==> config.mk <==
export PLATFORM = sky130hd
export DESIGN_NAME = maze_job_scheduler
export DESIGN_NICKNAME = d
export VERILOG_FILES = /design/src/rtl/maze_job_scheduler.sv
export SDC_FILE = /design/constraint.sdc
export NUM_CORES = 1
export LEC_CHECK = 0
export ABC_AREA = 1
export BUFFER_PORTS_ARGS = -buffer_cell sky130_fd_sc_hd__buf_4
export CAP_MARGIN = 20
export CORE_ASPECT_RATIO = 2
export CORE_MARGIN = 8
export CORE_UTILIZATION = 26
export CTS_BUF_LIST = sky130_fd_sc_hd__clkbuf_8
export DETAILED_ROUTE_END_ITERATION = 8
export SETUP_SLACK_MARGIN = 0.02
export SLEW_MARGIN = 0
export SYNTH_ARGS = -nofsm -noshare
export SYNTH_HDL_FRONTEND = slang
export SYNTH_SLANG_ARGS = --single-unit
==> constraint.sdc <==
create_clock -name clk -period 3 [get_ports clk]
set_clock_uncertainty 0.2 [all_clocks]
set_input_delay 0.45 -clock clk [delete_from_list [all_inputs] [get_ports clk]]
set_output_delay 0.45 -clock clk [all_outputs]
set_load 0.05 [all_outputs]
==> src/rtl/maze_job_scheduler.sv <==
// maze_job_scheduler: round-robin front end sharing one serial maze solver among N_REQ sources
module maze_job_scheduler #(
  parameter int N_REQ     = 4,
  parameter int ID_W      = 2,
  parameter int MAZE_BITS = 225,
  parameter int TIMEOUT   = 1023,
  parameter int MAX_BEATS = 225,
  parameter int GAP_CYC   = 2
) (
  input  logic             clk,
  input  logic             rst_n,
  input  logic [N_REQ-1:0] req,
  input  logic [N_REQ-1:0] req_bit,
  output logic [N_REQ-1:0] req_rd,
  output logic [N_REQ-1:0] grant,
  output logic             sol_maze,
  output logic             sol_in_valid,
  output logic             sol_rst_n,
  input  logic             sol_out_valid,
  input  logic             sol_not_valid,
  input  logic [3:0]       sol_x,
  input  logic [3:0]       sol_y,
  output logic             rsp_valid,
  output logic [ID_W-1:0]  rsp_id,
  output logic [3:0]       rsp_x,
  output logic [3:0]       rsp_y,
  output logic             rsp_not_valid,
  output logic             done_valid,
  output logic [ID_W-1:0]  done_id,
  output logic [1:0]       done_status,
  output logic [7:0]       done_len,
  output logic             busy
);
  typedef enum logic [2:0] {IDLE, LOAD, WAIT, RESULT, ABORT, GAP} state_t;
  localparam logic [15:0] LOAD_LAST = 16'(MAZE_BITS - 1);
  localparam logic [15:0] WAIT_LAST = 16'(TIMEOUT - 1);
  localparam logic [15:0] GAP_LAST  = 16'(GAP_CYC - 1);
  localparam logic [15:0] BEAT_MAX  = 16'(MAX_BEATS);
  state_t state, nxt;
  logic [ID_W-1:0] ptr, id, pick;
  logic [N_REQ-1:0] pick_oh;
  logic [2*N_REQ-1:0] dbl;
  logic [15:0] cnt, beats;
  logic any, nv, fwd, fin;
  assign dbl = {req, req} >> ptr;
  assign pick_oh = N_REQ'(1) << pick;
  assign fwd = nxt == RESULT;
  assign fin = nxt == GAP && state != GAP;
  // round-robin search: first requester at or after ptr, wrapping
  always_comb begin
    pick = '0;
    any = 1'b0;
    for (int k = N_REQ - 1; k >= 0; k--)
      if (dbl[k]) begin
        pick = ID_W'((int'(ptr) + k) % N_REQ);
        any = 1'b1;
      end
  end
  // next-state selection; a beat is forwarded exactly when the next state is RESULT
  always_comb begin
    nxt = state;
    case (state)
      IDLE:    nxt = any ? LOAD : IDLE;
      LOAD:    nxt = cnt == LOAD_LAST ? WAIT : LOAD;
      WAIT:    nxt = sol_out_valid ? RESULT : cnt == WAIT_LAST ? ABORT : WAIT;
      RESULT:  nxt = !sol_out_valid ? GAP : beats == BEAT_MAX ? ABORT : RESULT;
      ABORT:   nxt = cnt == 16'd1 ? GAP : ABORT;
      GAP:     nxt = cnt == GAP_LAST ? IDLE : GAP;
      default: nxt = IDLE;
    endcase
  end
  // state register
  always_ff @(posedge clk or negedge rst_n)
    if (!rst_n) state <= IDLE;
    else state <= nxt;
  // job bookkeeping and registered outputs
  always_ff @(posedge clk or negedge rst_n) begin
    if (!rst_n) begin
      cnt <= '0;
      ptr <= '0;
      id <= '0;
      beats <= '0;
      nv <= 1'b0;
      grant <= '0;
      req_rd <= '0;
      sol_in_valid <= 1'b0;
      sol_maze <= 1'b0;
      sol_rst_n <= 1'b1;
      rsp_valid <= 1'b0;
      rsp_id <= '0;
      rsp_x <= '0;
      rsp_y <= '0;
      rsp_not_valid <= 1'b0;
      done_valid <= 1'b0;
      done_id <= '0;
      done_status <= '0;
      done_len <= '0;
      busy <= 1'b0;
    end else begin
      cnt <= nxt != state ? '0 : cnt + 16'd1;
      if (state == IDLE && any) begin
        id <= pick;
        ptr <= ID_W'((int'(pick) + 1) % N_REQ);
      end
      grant <= state == IDLE && any ? pick_oh : nxt == GAP ? '0 : grant;
      req_rd <= nxt == LOAD ? (state == IDLE ? pick_oh : grant) : '0;
      sol_in_valid <= state == LOAD;
      sol_maze <= state == LOAD && |(req_bit & grant);
      sol_rst_n <= nxt != ABORT;
      rsp_valid <= fwd;
      rsp_id <= fwd ? id : '0;
      rsp_x <= fwd ? sol_x : '0;
      rsp_y <= fwd ? sol_y : '0;
      rsp_not_valid <= fwd && sol_not_valid;
      beats <= state == IDLE ? '0 : fwd ? beats + 16'd1 : beats;
      nv <= state == IDLE ? 1'b0 : nv | (fwd & sol_not_valid);
      done_valid <= fin;
      done_id <= fin ? id : '0;
      done_status <= !fin ? 2'b00 : state == ABORT ? 2'b10 : {1'b0, nv};
      done_len <= !fin ? 8'd0 : beats > 16'd255 ? 8'hff : beats[7:0];
      busy <= nxt != IDLE;
    end
  end
endmodule

# After elaboration in Yosys (flattened, before gate mapping)

Index checks and enable logic that the tools add are counted.

Register bits after elaboration: 77
Bits of input ports: 20
Output and inout bits: 37
Word-level logic and storage cells: 90

$add $sub $neg: 6
Magnitude comparators: 1
Eq/ne operators: 15
Shifts and indexed selects: 2
Multiplexer cells: 33
Bitwise operators: 3
Reductions and logical operators: 9

Operators by type and width:

| kind                    | count |
|---|---|
| $mux W16                | 3 |
| $add A16 B1 Y16 const B | 2 |
| $eq A16 B8 Y1 const B   | 2 |
| $mux W4                 | 6 |
| $mux W2                 | 9 |
| $pmux W3 S6             | 1 |
| $eq A16 B1 Y1 const B   | 1 |
| $eq A16 B10 Y1 const B  | 1 |
| $gt A16 B8 Y1 const B   | 1 |
| $mux W8                 | 2 |
| $mux W3                 | 5 |
| $eq A3 B2 Y1 const B    | 3 |
| $eq A3 B3 Y1 const B    | 3 |
| $shr A8 B2 Y4           | 1 |
| $mux W1                 | 7 |
| $eq A3 B1 Y1 const B    | 2 |
| $ne A3 B3 Y1 const B    | 2 |
| $add A2 B1 Y2 const B   | 2 |
| $add A2 B2 Y2 const B   | 2 |
| $and A4 B4 Y4           | 1 |
| $logic_and A1 B1 Y1     | 4 |
| $reduce_bool A2 Y1      | 2 |
| $reduce_or A4 Y1        | 1 |
| $shl A1 B2 Y4 const A   | 1 |
| other kinds (5)         | 5 |

# Depth between registers and ports, before layout

Gate-level depths: netlist (run 1).

Word-level depth: 11
Gate-level depth with buffers: 15

# Worst setup path after synthesis (run 1)

No wires, ideal clock.

Path type: flip-flop to flip-flop
From: register ptr[0]
To: register ptr[1]
Data arrival time: 1.685 ns
Data required time: 2.717 ns
Setup slack: 1.032 ns
Stages on the path, launching flop included: 14
Path buffers: 1
Cells stage by stage: dfrtp_1 -> buf_6 -> inv_4 -> nand2_1 -> nand2_1 -> inv_1 -> o21ai_0 -> a21oi_1 -> inv_1 -> nand2_1 -> nand2_1 -> inv_1 -> ha_1 -> o21ai_0

Longest elaborated chain between the ends: 6
Elaborated cells on any way between the ends: 14
Those cells by class: add/sub (4); shift (1); mux (8); reduce/logical (1)

RTL lines:

| what                                           | line   | RTL |
|---|---|---|
| from (decl)                                    | 40     | `logic [ID_W-1:0] ptr, id, pick;` |
| from (signal assigned)                         | 103    | `ptr <= ID_W'((int'(pick) + 1) % N_REQ);` |
| $add A2 B2 Y2 or $shr A8 B2 Y4 (tied branches) | 55, 45 |  |
| $mux W2 (3 in series)                          | 54     | `if (dbl[k]) begin` |
| $mux W2 *                                      | 54     |  |
| via pick[0]                                    | 40     |  |
| $add A2 B1 Y2 *                                | 103    |  |

Mark *: on every way through the listed nets, which the timed path passes. The rest lies on a longest branch.
A chain may end at the register's enable or synchronous reset.

# Worst setup path after layout (run 1)

From: register cnt[0]
To: register beats[6]

Longest elaborated chain between the ends: 6
Elaborated cells on any way between the ends: 11
Those cells by class: eq/ne (4); mux (6); reduce/logical (1)

RTL lines:

| what                           | line | RTL |
|---|---|---|
| from (decl)                    | 43   | `logic [15:0] cnt, beats;` |
| from (signal assigned)         | 100  | `cnt <= nxt != state ? '0 : cnt + 16'd1;` |
| $eq A16 B10 Y1                 | 65   | `WAIT: nxt = sol_out_valid ? RESULT : cnt == WAIT_LAST ? ABORT : WAIT;` |
| $mux W3 (2 in series)          | 65   |  |
| $pmux W3 S6 *                  | 62   | `case (state)` |
| $eq A3 B2 Y1 *                 | 47   | `assign fwd = nxt == RESULT;` |
| $reduce_bool A2 Y1 (no line) * | --   |  |
| to (signal assigned)           | 115  | `beats <= state == IDLE ? '0 : fwd ? beats + 16'd1 : beats;` |
| to (decl)                      | 43   |  |

Every way passes the cells marked *; elsewhere a longest branch is shown, timed or not.

==> impl_metrics.csv, run 1 <==
group,metric,value,unit
global_routing,track_usage,10.2,%
timing,worst_pin_slew,0.855,ns
timing,period_minus_slack,2.46,ns
setup_path,path_max_fanout,12,
flow_run,cap_violations,0,
worst_hold_path,hold_start,"sol_x[2]",
cts,htreeDepth,3,
cts,cts_buffers,9,
timing,setup_viol,0,
synth,synth_edf_count,0,
placement,dp_hpwl,7440,um
synth,yosysWarnings,0,
die,die-area,20100,um^2
synth,synth_fp_nets,530,
timing,hold_slack,0.0968,ns
synth,ys_seq_area_share,47.5,%
setup_path,cp-start-kind,"flop",
power_and_ir_drop,powerDensity,622,nW/um^2
timing,hold_viol_final,0,
power_and_ir_drop,switching_share,40.2,%
synth,avgSynthCellArea,8.13,um^2
timing,final_max_slew_viol_count,0,
cts,cts_root_buf,"clkbuf_8",
cts,worstSkewPairLatency,0.36,ns
synth,synthesis.area,4060,um^2
layout,final.fill_count,1601,
drt,wl_per_cell,12.9,um
global_routing,grt_pass1_wl,16300,um
cts,cts_buffer_depth,2,
global_routing,overflow,0,
layout,layout-area-overhead-vs-synth,20.0,%
power_and_ir_drop,switchingPower,1.22,mW
global_routing,met3_usage,1.91,%
setup_path,required,3.10,ns
drt,avgViaCountPerCell,4.33,
drt,first_iter_violations,149,
layout,mostFrequentLayoutCells,"110 x nand2_1, 85 x nor2_1, 76 x dfrtp_1, 58 x buf_4, 55 x inv_1",
layout,fin_nets,589,
timing,slew_headroom,42.8,%
global_routing,grtUsageMet2,19.6,%
die,fp.dieW,104,um
placement,gp_congestion,0.829,
power_and_ir_drop,vdd_drop_max,0.307,mV
synth,synth.ff_latch_count,77,
timing,finalCritPeriodShare,82.0,%
drt,drt_pass1_iterations,6,
layout,diodes,0,
layout,drive_above_1_share,20.0,%
cts,cts_num_sinks,77,
die,core,15300,um^2
power_and_ir_drop,internal-power,1.81,mW
cts,cts_tree,"done",
power_and_ir_drop,p_leak,2.43,nW
die,rows,64,
global_routing,use_met1,9.74,%
power_and_ir_drop,pwr-share-clk,23.6,%
cts,path_clk_slew,0.08,ns
timing,rsz0062_at_grt,"false",
setup_path,worstSetupPathType,"flop to flop",
layout,layout_commonest_cell,"nand2_1",
cts,post_cts.repair.setup_buffers,0,
setup_path,crit_start,"cnt[0]",
die,ios,57,
power_and_ir_drop,combPwrFrac,33.6,%
global_routing,antenna_found_initial,0,
synth,synth.distinct_cells,38,
synth,ys_async_sr_fraction,100,%
timing,final.setup.tns,0,ns
drt,ant_nets,0,
synth,synth_cells,500,
setup_path,cp-end-kind,"flop",
drt,finalWirelength,9810,um
setup_path,crit_arrival,2.56,ns
drt,vias,3298,
die,die_h,193,um
die,start_util,26.6,%
run_status,status,"complete, no violations",
power_and_ir_drop,seq_power_share,42.8,%
timing,max_freq,407,MHz
global_routing,grt.busiest_layer,"met2",
synth,synth_top_flop_cell,"dfrtp_1",
global_routing,grt_max_degree,44,
placement,io_buffer_count,56,
worst_hold_path,min_path_type,"primary input to flop",
global_routing,first_global_vias,3405,
drt,drc,0,
setup_path,timing.rr.start,"cnt[0]",
[critical path: stages, from the launching register on]
cell and delay [ns]:
dfrtp_1 0.43, inv_1 0.10, ha_1 0.15, nand3_1 0.07, nor2_1 0.11, nand2_1 0.08, nor2_1 0.21, nor2_1 0.12
nor2_1 0.67, nand3_1 0.16, nand2_1 0.10
[synth_stat cells (8+ instances only)]
| cell | number | area (um^2) |
|---|---|---|
| dfrtp_1 | 76 | 1900 |
| xor2_1 | 13 | 114 |
| nor3_1 | 10 | 50.1 |
| nand2_2 | 8 | 50.1 |
| o21ai_0 | 11 | 55.1 |
| ha_1 | 10 | 125 |
| nand2_1 | 110 | 413 |
| nand3b_1 | 9 | 67.6 |
| nand3_1 | 44 | 220 |
| nor2_4 | 11 | 124 |
| nor2_1 | 85 | 319 |
| inv_1 | 55 | 206 |
[per-stage QoR]
| stage | utilization [%] | cell area [um^2] | total power, mW | setup WS (ns) | std cells |
|---|---|---|---|---|---|
| 6_report | 31.9 | 4870 | 3.03 | 0.541 | 762 |
| 3_5_place_dp | 30.7 | 4690 | 2.35 | 0.492 | 745 |
| 5_1_grt | 31.9 | 4870 | 3.25 | 0.328 | 762 |
| 3_3_place_gp | 30.7 | 4690 | 2.34 | 0.581 | 745 |
| 4_1_cts | 31.9 | 4870 | 3.08 | 0.483 | 762 |
| 2_1_floorplan | - | 4060 | 2.06 | 1.03 | 500 |
[layer usage]
| layer | share of wire [%] | up-vias |
|---|---|---|
| met2 | 56 | 65 |
| met3 | 3.2 | 13 |
| met4 | 2.8 | 0 |
| li1 | - | 1675 |
| met1 | 38 | 1545 |
| met5 | 0 | - |
[cell families (layout without fill, tap and decap cells)]
| family | after synthesis | after routing | share of synthesized area (%) |
|---|---|---|---|
| AND/OR/NAND/NOR | 292 | 292 | 33.8 |
| buffers and inverters | 76 | 140 | 7.85 |
| adder cells (fa/ha/maj) | 10 | 10 | 3.08 |
| flip-flops | 77 | 77 | 47.5 |
| AO/OA/AOI/OAI | 26 | 26 | 3.76 |
| XOR/XNOR | 19 | 19 | 4.10 |
[registers in the layout (all words and copies together) (netlist names), 3 cells and up]
| name | cells |
|---|---|
| rsp_x | 4 |
| cnt | 16 |
| state | 3 |
| grant | 4 |
| beats | 16 |
| rsp_y | 4 |
| done_len | 8 |
| req_rd | 4 |
[final cells by class]
| class | count | area, um^2 | share of cell area, % |
|---|---|---|---|
| clock inverters | 7 | 50.0 | 1.03 |
| flip-flops and latches | 77 | 1930 | 39.6 |
| multi-input cells | 347 | 1820 | 37.3 |
| inverters | 64 | 243 | 4.98 |
| repair buffers | 60 | 465 | 9.55 |
| clock buffers | 9 | 124 | 2.54 |
| well taps | 198 | 248 | 5.08 |
[power by group through the flow]
stage,combinational [mW],clock (mW),sequential (mW)
after detailed placement,1.03,0,1.32
after global routing,1.15,0.784,1.32
after global placement,1.02,0,1.32
final,1.02,0.716,1.30
after CTS,1.03,0.745,1.30
after floorplan,0.595,0,1.47
[final timing paths]
path	endpoint	slack (ns)	depth (start not counted)
min in group asynchronous	cnt[1]	0.38	2
setup reg to reg	beats[6]	0.54	10
setup / recovery	beats[6]	0.54	10
max in group asynchronous	beats[9]	1.61	3
hold / removal	rsp_x[2]	0.1	3
hold reg to reg	cnt[0]	0.32	1
[what timing repair did]
item,in CTS,in global routing
hold endpoints to repair,33,0
hold buffers,1,0
resized for setup,0,0
Power figures use the tool's default switching activity.
==> run 2: changes to the inputs <==
==> constraint.sdc (replaced) <==
create_clock -name clk -period 2.3 [get_ports clk]
set_clock_uncertainty 0.2 [all_clocks]
set_input_delay 0.345 -clock clk [delete_from_list [all_inputs] [get_ports clk]]
set_output_delay 0.345 -clock clk [all_outputs]
set_load 0.05 [all_outputs]
==> run 2 against run 1 <==
  * Setup slack got worse by 0.38 ns
  * Non-clock buffer count rose by 45
  * Critical path depth rose by 2
  * Sequential power rose by 28%
  * Cell count rose by 5.9%
  * Register-to-register slack got worse by 0.38 ns
  * Via count rose by 6.3%
  * Maximum frequency rose by 15%
  * Largest cell class unchanged
  * Largest power group unchanged
==> impl_metrics.csv, run 2 (synthesis gave the netlist of run 1 again) <==
group,metric,value,unit
power_and_ir_drop,combPwrFrac,34.0,%
setup_path,path_cells,"nor2_1 -> nand2_1 -> buf_4 -> nor2_1 -> nand2_1 -> nand2_1 -> nand2_1 -> nor2_4 -> nand3_2 -> buf_4 -> nand3_1 -> nand2_1",
timing,setup_viol,0,
layout,drive_above_1_share,26.4,%
cts,cts_buffer_depth,2,
die,ios,57,
setup_path,crit_top_cell,"nand2_1",
global_routing,overflow,0,
setup_path,crit_arrival,2.19,ns
setup_path,worstSetupPathType,"flop to flop",
cts,worstSkewPairLatency,0.37,ns
setup_path,max_stage_delay,0.44,ns
worst_hold_path,min_path_type,"primary input to flop",
run_status,status,"complete, no violations",
power_and_ir_drop,powerDensity,818,nW/um^2
cts,htreeDepth,3,
cts,path_clk_slew,0.08,ns
setup_path,crit_slowest_cell,"dfrtp_2",
die,start_util,26.6,%
timing,final_max_slew_viol_count,0,
timing,hold_viol_final,0,
die,rows,64,
die,die_h,193,um
drt,avgViaCountPerCell,4.34,
layout,final.fill_count,1595,
cts,cts_buffers,9,
layout,final_area,5390,um^2
global_routing,grt_max_degree,49,
timing,period_minus_slack,2.14,ns
power_and_ir_drop,pwr-share-clk,28.0,%
global_routing,first_global_vias,3711,
cts,cts_root_buf,"clkbuf_8",
power_and_ir_drop,internal-power,2.79,mW
placement,placed_cell_area,4990,um^2
power_and_ir_drop,seq_power_share,38.0,%
timing,worst_pin_slew,0.418,ns
layout,layout-area-overhead-vs-synth,32.7,%
setup_path,path_delay_family,"simple AND/OR/NAND/NOR gates",
drt,drc,0,
drt,finalWirelength,10500,um
setup_path,path_max_fanout,4,
layout,mostFrequentLayoutCells,"109 x nand2_1, 92 x buf_4, 80 x nor2_1, 74 x dfrtp_1, 55 x inv_1",
drt,ant_nets,0,
timing,rsz0062_at_grt,"false",
drt,wl_per_cell,13.0,um
die,core,15300,um^2
power_and_ir_drop,switching_share,36.7,%
layout,diodes,0,
placement,gp_congestion,0.846,
timing,hold_slack,0.0666,ns
flow_run,cap_violations,0,
layout,layout_commonest_cell,"nand2_1",
global_routing,track_usage,10.9,%
timing,finalCritPeriodShare,93.0,%
timing,slew_headroom,72.1,%
setup_path,crit_buf_inv,2,
layout,final_util,35.3,%
global_routing,grt_pass1_wl,17400,um
power_and_ir_drop,switchingPower,1.62,mW
global_routing,antenna_found_initial,0,
layout,fin_nets,634,
power_and_ir_drop,vdd_drop_max,0.391,mV
timing,max_freq,467,MHz
cts,cts_num_sinks,77,
drt,first_iter_violations,156,
drt,drt_pass1_iterations,4,
cts,cts_tree,"done",
placement,dp_hpwl,8090,um
die,die-area,20100,um^2
placement,io_buffer_count,56,
setup_path,cp-start-kind,"flop",
setup_path,cp-end-kind,"flop",
setup_path,required,2.35,ns
die,fp.dieW,104,um
layout,reg.largest.list,"beats (16), cnt (16), done_len (8)",
drt,vias,3505,
timing,final.setup.tns,0,ns
power_and_ir_drop,p_leak,2.71,nW
run 2: final timing paths:
kind                            startpoint       end  slack [ns]  cells past startpoint
worst max-delay path               cnt[13]  grant[1]        0.16                     12
worst max register to register     cnt[13]  grant[1]        0.16                     12
max in group asynchronous            rst_n    ptr[0]        1.04                      3
min in group asynchronous            rst_n   cnt[12]        0.26                      2
worst min-delay path            req_bit[0]  sol_maze        0.07                      3
worst min register to register          nv        nv        0.32                      2
run 2: repair_timing:
item,4_1_cts,5_1_grt
hold endpoints to repair,36,0
endpoints found under the setup margin,14,28
hold buffers,9,0
setup buffers,0,2
pin swaps,0,3
gates resized for setup,2,15
run 2: through the flow:
stage	total power, mW	std cells	setup slack, ns
2_1_floorplan	2.69	500	0.332
3_3_place_gp	3.14	780	-0.0867
3_5_place_dp	3.15	780	-0.0957
4_1_cts	4.43	805	0.0622
5_1_grt	4.69	807	0.0110
6_report	4.41	807	0.160
run 2: routing by layer:
metal	part of all wire, %	wire (um)	vias to the layer above	GRT usage (%)
li1	-	-	1765	-
met1	35	3660	1674	9.40
met2	60	6240	49	22.3
met3	2.5	261	17	1.97
met4	2.8	292	0	6.28
met5	0	0	-	0
run 2: power by group through the flow:
stage          logic [mW]  registers, mW  clock network [mW]
5_1_grt              1.67           1.69                1.33
2_1_floorplan       0.776           1.91                   0
6_report             1.50           1.67                1.24
3_3_place_gp         1.44           1.70                   0
3_5_place_dp         1.45           1.70                   0
4_1_cts              1.47           1.68                1.28
run 2: worst reg2reg max path, cell delays in order, from the launching register on:
cell and delay, ns:
dfrtp_2 0.44, nor2_1 0.10, nand2_1 0.08, buf_4 0.13
nor2_1 0.17, nand2_1 0.08, nand2_1 0.10, nand2_1 0.11
nor2_4 0.16, nand3_2 0.15, buf_4 0.18, nand3_1 0.06
nand2_1 0.06
run 2: area by class of cell:
type / instances / area, um^2 / area share, %
clock buffers: 9 / 124 / 2.30
repair buffers: 105 / 861 / 16.0
well taps: 198 / 248 / 4.60
multi-input cells: 347 / 1870 / 34.7
inverters: 64 / 243 / 4.50
flip-flops and latches: 77 / 1930 / 35.8
clock inverters: 7 / 114 / 2.11
